**src/rtl/uart_sample_sched.sv**
```systemverilog
// rtl/uart_sample_sched.sv - snapshots up to four CODEC channels and frames them onto uart_tx.
// Optional trailing XOR checksum byte: UART_SCHED_CHECKSUM_EN.
module uart_sample_sched #(
    parameter int W = 16
) (
    input  logic         clk,
    input  logic         rst_n,
    input  logic         sample_clk,
    input  logic [W-1:0] sample_in0,
    input  logic [W-1:0] sample_in1,
    input  logic [W-1:0] sample_in2,
    input  logic [W-1:0] sample_in3,
    input  logic [3:0]   ch_mask,
    output logic         tx_start,
    output logic [7:0]   tx_data,
    input  logic         tx_busy,
    output logic         frame_done,
    output logic [7:0]   drop_cnt,
    output logic         led_frame
);

    typedef enum logic [2:0] {
        S_IDLE,
        S_SYNC0,
        S_SYNC1,
        S_CHID,
        S_MSB,
        S_LSB,
`ifdef UART_SCHED_CHECKSUM_EN
        S_CSUM,
`endif
        S_DONE
    } state_e;

    typedef enum logic [1:0] {
        PH_ISSUE,
        PH_ACK,
        PH_DRAIN
    } phase_e;

    state_e         state_q, state_d;
    phase_e         phase_q, phase_d;
    logic           sclk_q, sclk_d;
    logic [3:0]     pending_q, pending_d;
    logic [1:0]     rr_ptr_q, rr_ptr_d;
    logic [1:0]     cur_ch_q, cur_ch_d;
    logic [W-1:0]   snap0_q, snap0_d;
    logic [W-1:0]   snap1_q, snap1_d;
    logic [W-1:0]   snap2_q, snap2_d;
    logic [W-1:0]   snap3_q, snap3_d;
    logic [7:0]     drop_cnt_q, drop_cnt_d;
    logic           led_q, led_d;

    logic           snap_ev;
    logic [W-1:0]   snap_c;
    logic [7:0]     chid_byte;
    logic [7:0]     cur_byte;
    logic [3:0]     pend_clr;
    logic [1:0]     next_ptr;

    // First set bit of p at or after start, wrapping 3 -> 0.
    function automatic logic [1:0] pick_ch(input logic [3:0] p, input logic [1:0] start);
        logic [1:0] idx;
        logic       found;
        pick_ch = start;
        found   = 1'b0;
        for (int k = 0; k < 4; k++) begin
            idx = start + 2'(k);
            if (!found && p[idx]) begin
                pick_ch = idx;
                found   = 1'b1;
            end
        end
    endfunction

    always_comb begin
        state_d    = state_q;
        phase_d    = phase_q;
        sclk_d     = sample_clk;
        pending_d  = pending_q;
        rr_ptr_d   = rr_ptr_q;
        cur_ch_d   = cur_ch_q;
        snap0_d    = snap0_q;
        snap1_d    = snap1_q;
        snap2_d    = snap2_q;
        snap3_d    = snap3_q;
        drop_cnt_d = drop_cnt_q;
        led_d      = led_q;
        tx_start   = 1'b0;
        frame_done = 1'b0;
        pend_clr   = pending_q & ~(4'b0001 << cur_ch_q);
        next_ptr   = cur_ch_q + 2'd1;
        snap_ev    = sample_clk & ~sclk_q;

        case (cur_ch_q)
            2'd0:    snap_c = snap0_q;
            2'd1:    snap_c = snap1_q;
            2'd2:    snap_c = snap2_q;
            default: snap_c = snap3_q;
        endcase
        chid_byte = 8'h30 + {6'b0, cur_ch_q};

        case (state_q)
            S_SYNC0: cur_byte = 8'h43;
            S_SYNC1: cur_byte = 8'h48;
            S_CHID:  cur_byte = chid_byte;
            S_MSB:   cur_byte = snap_c[15:8];
            S_LSB:   cur_byte = snap_c[7:0];
`ifdef UART_SCHED_CHECKSUM_EN
            S_CSUM:  cur_byte = chid_byte ^ snap_c[15:8] ^ snap_c[7:0];
`endif
            default: cur_byte = 8'h00;
        endcase

        // A snapshot is only taken once the previous one has been fully sent.
        if (snap_ev) begin
            if (pending_q != 4'b0000) begin
                if (drop_cnt_q != 8'hFF) drop_cnt_d = drop_cnt_q + 8'd1;
            end else if (ch_mask != 4'b0000) begin
                snap0_d   = sample_in0;
                snap1_d   = sample_in1;
                snap2_d   = sample_in2;
                snap3_d   = sample_in3;
                pending_d = ch_mask;
            end
        end

        case (state_q)
            S_IDLE: begin
                if (pending_q != 4'b0000) begin
                    state_d  = S_SYNC0;
                    phase_d  = PH_ISSUE;
                    cur_ch_d = pick_ch(pending_q, rr_ptr_q);
                end
            end
            S_DONE: begin
                frame_done = 1'b1;
                led_d      = ~led_q;
                pending_d  = pend_clr;
                rr_ptr_d   = next_ptr;
                phase_d    = PH_ISSUE;
                if (pend_clr != 4'b0000) begin
                    state_d  = S_SYNC0;
                    cur_ch_d = pick_ch(pend_clr, next_ptr);
                end else begin
                    state_d  = S_IDLE;
                end
            end
            default: begin
                case (phase_q)
                    PH_ISSUE: begin
                        if (!tx_busy) begin
                            tx_start = 1'b1;
                            phase_d  = PH_ACK;
                        end
                    end
                    PH_ACK: begin
                        if (tx_busy) phase_d = PH_DRAIN;
                    end
                    default: begin
                        if (!tx_busy) begin
                            phase_d = PH_ISSUE;
                            case (state_q)
                                S_SYNC0: state_d = S_SYNC1;
                                S_SYNC1: state_d = S_CHID;
                                S_CHID:  state_d = S_MSB;
                                S_MSB:   state_d = S_LSB;
`ifdef UART_SCHED_CHECKSUM_EN
                                S_LSB:   state_d = S_CSUM;
`endif
                                default: state_d = S_DONE;
                            endcase
                        end
                    end
                endcase
            end
        endcase

        tx_data = tx_start ? cur_byte : 8'h00;
    end

    always_ff @(posedge clk) begin
        if (!rst_n) begin
            state_q    <= S_IDLE;
            phase_q    <= PH_ISSUE;
            sclk_q     <= 1'b0;
            pending_q  <= 4'b0000;
            rr_ptr_q   <= 2'd0;
            cur_ch_q   <= 2'd0;
            snap0_q    <= '0;
            snap1_q    <= '0;
            snap2_q    <= '0;
            snap3_q    <= '0;
            drop_cnt_q <= 8'h00;
            led_q      <= 1'b0;
        end else begin
            state_q    <= state_d;
            phase_q    <= phase_d;
            sclk_q     <= sclk_d;
            pending_q  <= pending_d;
            rr_ptr_q   <= rr_ptr_d;
            cur_ch_q   <= cur_ch_d;
            snap0_q    <= snap0_d;
            snap1_q    <= snap1_d;
            snap2_q    <= snap2_d;
            snap3_q    <= snap3_d;
            drop_cnt_q <= drop_cnt_d;
            led_q      <= led_d;
        end
    end

    assign drop_cnt  = drop_cnt_q;
    assign led_frame = led_q;

endmodule

```
**config.mk**
```make
export PLATFORM = sky130hd
export DESIGN_NAME = uart_sample_sched
export DESIGN_NICKNAME = d
export VERILOG_FILES = /design/src/rtl/uart_sample_sched.sv
export SDC_FILE = /design/constraint.sdc
export NUM_CORES = 1
export LEC_CHECK = 0
export CELL_PAD_IN_SITES_DETAIL_PLACEMENT = 1
export CELL_PAD_IN_SITES_GLOBAL_PLACEMENT = 1
export CORE_MARGIN = 2
export CORE_UTILIZATION = 40
export CTS_CLUSTER_DIAMETER = 50
export DETAILED_ROUTE_END_ITERATION = 12
export MAX_ROUTING_LAYER = met4
export PLACE_DENSITY_LB_ADDON = 0.2
export SETUP_SLACK_MARGIN = 0.3
export SLEW_MARGIN = 30
export SYNTH_ARGS = -nofsm -noshare
export SYNTH_HDL_FRONTEND = slang
export SYNTH_SLANG_ARGS = --single-unit
```
**constraint.sdc**
```tcl
create_clock -name clk -period 5.4 [get_ports clk]
set_input_delay 1.35 -clock clk [delete_from_list [all_inputs] [get_ports clk]]
set_output_delay 1.35 -clock clk [all_outputs]
set_load 0.005 [all_outputs]
```
After elaboration in Yosys (flattened, before gate mapping)
Index checks and enable logic that the tools add are counted.
{ "word_totals": {"reg_bits": 87, "inputBits": 72, "out_inout_bits": 19, "word_cells": 149} }
{ "op_classes": {"add_sub_neg": 9, "order_cmp": 8, "n_eq_ne": 18, "shifts": 1, "n_mux": 66, "n_bitwise": 6, "reduce_logical": 29} }
{ "ops": {"columns": ["cell", "count"], "rows": [
  ["case mux 16 bit (3 select lines)", 1],
  ["case mux 8 bit (5 select lines)", 1],
  ["2-to-1 mux 1 bit", 31],
  ["< comparator 2 x 3 -> 1 bit, second input constant", 8],
  ["2-to-1 mux 2 bit", 12],
  ["binary-select mux 1 bit (select 2 bit)", 8],
  ["2-to-1 mux 4 bit", 4],
  ["AND reduction 3 bit", 5],
  ["case mux 2 bit (2 select lines)", 3],
  ["case mux 3 bit (4 select lines)", 1],
  ["nonzero test 4 bit", 3],
  ["equality test 3 bit, second input constant", 3],
  ["2-to-1 mux 3 bit", 3],
  ["adder 2 bit, second input constant", 4],
  ["adder 8 x 1 -> 8 bit, second input constant", 1],
  ["2-to-1 mux 8 bit", 1],
  ["!= test 4 x 2 -> 1 bit, second input constant", 2],
  ["!= test 8 bit, second input constant", 1],
  ["adder 6 x 2 -> 7 bit, first input constant", 1],
  ["adder 2 x 1 -> 2 bit, second input constant", 3],
  ["equality test 3 x 2 -> 1 bit, second input constant", 2],
  ["logical AND 1 bit", 6],
  ["logical NOT 1 bit", 6],
  ["!= test 3 x 1 -> 1 bit, second input constant", 2],
  ["other kinds (17)", 25]
]} }

Logic depth before layout (Yosys ltp)
{ "logic_depth": {"word_depth": 23, "mapped_depth": 9, "depth_no_buf": 7} }

Worst setup path after synthesis
OpenSTA, ideal clock, no wires.
{ "synth_path": {"kind": "input to output", "start": "input tx_busy", "end": "output tx_data[0]", "arrival_ps": 2251, "t_required_ps": 4050, "setup_slack_ps": 1799, "path_stages": 4, "path_buffers": 1, "path_cell_list": "or4_1 > buf_2 > nor3_1 > a21o_1"} }
{ "synth_via": {"elab_chain_len": 4} }
{ "synth_lines": {"columns": ["element", "line_no", "text"], "rows": [
  ["from (decl)", "16", "input logic tx_busy,"],
  ["2-to-1 mux 1 bit", "152", "if (!tx_busy) begin"],
  ["2-to-1 mux 1 bit", "150", "case (phase_q)"],
  ["2-to-1 mux 1 bit", "128", "case (state_q)"],
  ["2-to-1 mux 8 bit", "179", "tx_data = tx_start ? cur_byte : 8'h00;"],
  ["to (decl)", "15", "output logic [7:0] tx_data,"]
]} }
No other way between the ends.

Worst setup path after layout
{ "layout_path": {"start": "input tx_busy", "end": "output tx_data[1]"} }
The elaborated chain is that of the path after synthesis.

==> flow_metrics.env <==
export IMPL_status="completed"
export IMPL_path_buf_inv=2
export IMPL_crit_chain="clkdlybuf4s50_1, or4_1, nor2_1, a32o_1, clkdlybuf4s50_1"
export IMPL_die_h_um=106
export IMPL_grt_max_degree=65
export IMPL_antenna_found_initial=0
export IMPL_hold_slack_ns=0.461
export IMPL_core_sq_um=10200
export IMPL_dpl_hpwl_um=8790
export IMPL_cts_hold_buf=0
export IMPL_setup_worst_path_end_class="output pin"
export IMPL_cpPeakStageDelay_ns=0.69
export IMPL_yosys_warnings=0
export IMPL_ys_types=58
export IMPL_final_antenna_net_count=0
export IMPL_area_growth_pct=26.3
export IMPL_grt_pass1_vias=4059
export IMPL_grt_usage=0.235
export IMPL_worst_ep_required_time_ns=4.05
export IMPL_root_buffer="clkbuf_8"
export IMPL_fill_cells=1251
export IMPL_layout_drive_gt1_share=0.0534
export IMPL_total_power_mw=1.56
export IMPL_stdcell_count=735
export IMPL_clockBufferDepth=2
export IMPL_post_cts_buffers=0
export IMPL_vias=4044
export IMPL_synth_cells=528
export IMPL_p_leak_nw=1.81
export IMPL_path_clk_slew_ns=0.08
export IMPL_cts_buffers=9
export IMPL_start_util=0.407
export IMPL_drc_errors=0
export IMPL_synthFlopType="dfxtp_1"
export IMPL_vdd_drop_max_mv=0.139
export IMPL_async_flop_share=0
export IMPL_worst_slew_pin_slew_ns=0.845
export IMPL_cap_violations=0
export IMPL_clock_skew_ns=0.0166
export IMPL_syn_nets=606
export IMPL_fmaxAchievable_mhz=210
export IMPL_cts_tree="done"
export IMPL_wl_per_cell_um=16.8
export IMPL_crit_path_frequent_cell="clkdlybuf4s50_1"
export IMPL_clk_latency_ns=0.36
export IMPL_fp_row_count=37
export IMPL_drt_iter0_drc=281
export IMPL_boundaryPins=91
export IMPL_relSlewSlack=0.437
export IMPL_finalMaxSlewViolations=0
export IMPL_setup_ws_ns=0.640
export IMPL_worstPathArrival_ns=3.41
export IMPL_rsz0062_at_grt="no"
export IMPL_final_nets=672
export IMPL_utilization=0.513
export IMPL_placed_area_sq_um=5050
export IMPL_final_cell_area_sq_um=5250
export IMPL_finalSetupTns_ns=0
export IMPL_setup_viol=0
export IMPL_io_buffers=90
export IMPL_wl_um=12400
export IMPL_criticalPathCategory="in2out"
export IMPL_cts_htree_levels=3
export IMPL_hold_path_class="reg2reg"
export IMPL_synth_seq_cells=87
export IMPL_powerDensity_nw_per_um2=296
export IMPL_ys_seq_area_frac=0.419
export IMPL_via_per_inst=5.50
export IMPL_cp_max_fo=9
export IMPL_finalHoldViolations=0
export IMPL_diodes=0
export IMPL_routabilityCongestion=0.831
export IMPL_die_w_um=106
export IMPL_worst_setup_path_start_kind="input pin"
export IMPL_overflow=0
export IMPL_syn_area_sq_um=4160
export IMPL_dieArea_sq_um=11200
export IMPL_place_ws_ns=0.635
export IMPL_cts_resized_gates=0
export IMPL_period_share=0.882
export IMPL_synth_edff_count=0
export IMPL_crit_family="buffers and inverters"
export IMPL_avgSynthCellArea_sq_um=7.88
export IMPL_drtPass1Iterations=5
export IMPL_clock_sinks=87
export IMPL_place_inst=719
export IMPL_slowest_stage="or4_1"
export IMPL_min_period_ns=4.76
export IMPL_grt_pass1_wl_um=20500
Yosys cell counts (3+ instances only):
cell type,count,share of area
mux2i_1,6,0.014
a31oi_1,4,0.0060
ha_1,6,0.018
a22oi_1,4,0.0072
nand4_1,4,0.0060
nand2_1,145,0.13
o2111ai_1,3,0.0063
o32ai_1,3,0.0063
nor2b_1,3,0.0045
or4_1,5,0.0090
nand2b_1,4,0.0060
inv_1,9,0.0081
and2b_1,3,0.0054
buf_2,10,0.012
xor2_1,5,0.011
nor3_1,5,0.0060
a222oi_1,16,0.038
clkbuf_1,16,0.014
buf_4,8,0.014
a21oi_1,77,0.093
nand3_1,7,0.0084
buf_6,3,0.0081
dfxtp_1,87,0.42
o21ai_0,14,0.017
a21boi_0,3,0.0054
and3_1,4,0.0060
o22ai_1,8,0.012
nor2_1,28,0.025
sequential cells by signal (all words and copies together) (netlist names), 4 cells and up, named ones only:
signal,cells
snap0_q,16
pending_q,4
snap2_q,16
drop_cnt,8
snap3_q,16
snap1_q,16
path summary, 6_finish.rpt:
kind	start	to	slack [ns]	depth (start not counted)
worst min register to register	snap3_q[15]	snap3_q[15]	0.46	2
worst max-delay path	tx_busy	tx_data[1]	0.64	5
worst max register to register	cur_ch_q[0]	cur_ch_q[1]	2.59	7
worst min-delay path	snap3_q[15]	snap3_q[15]	0.46	2
metal layers:
layer  up-vias  track usage  part of all wire
met2        92        0.392              0.50
met5         -            -                 0
met3        15       0.0435             0.040
met4         0       0.0555             0.013
li1       1990            -                 -
met1      1947        0.296              0.44
layout by cell type, fill, tap and decap left out, drive strengths merged, types with 2 or more instances in the layout:
master	n
a21oi	77
or3	2
xor2	5
ha	6
clkdlybuf4s50	90
nand4	5
a21boi	3
a31oi	4
nand2	145
or2b	2
a22oi	4
o21ai	14
mux2i	6
or4	5
o32ai	3
o22ai	8
nand3b	3
buf	3
clkbuf	9
and3	4
inv	13
nor2	28
nor4	3
nand2b	4
nor2b	5
o2111ai	3
dfxtp	87
a21o	2
clkinv	3
o221ai	2
a221oi	2
a222oi	16
nand3	8
and2b	3
nor3	6
xnor2	2
layout make-up:
class / count / area (sq um) / share of cell area
clock inverter: 7 / 77.6 / 0.0148
multi-input combinational: 392 / 2170 / 0.414
sequential: 87 / 1740 / 0.332
timing repair buffer: 93 / 923 / 0.176
tap: 136 / 170 / 0.0324
clock buffer: 9 / 124 / 0.0236
inverter: 11 / 41.3 / 0.00786
kinds of logic after synthesis:
group                      Yosys count  synth area share
AOI/OAI and AO/OA                  147             0.228
xor gates and xnor gates             7            0.0147
adders and majority gates            6            0.0180
buffers and inverters               49            0.0598
DFF                                 87             0.419
muxes                                6            0.0144
and+or+nand+nor                    226             0.247
worst reg2reg max path, stage by stage (launching register included):
cell     delay, ns
dfxtp_1       0.46
inv_1         0.22
ha_1          0.69
and2b_1       0.32
nor4_2        0.43
o21ai_0       0.25
o21ai_0       0.20
a31oi_1       0.08
power by group:
group | internal [mW] | switching (mW) | total, mW
Combinational | 0.153 | 0.191 | 0.344
Sequential | 0.688 | 0.0530 | 0.741
Clock | 0.219 | 0.254 | 0.473
Total | 1.06 | 0.498 | 1.56
(Power assumes the default switching activity.)
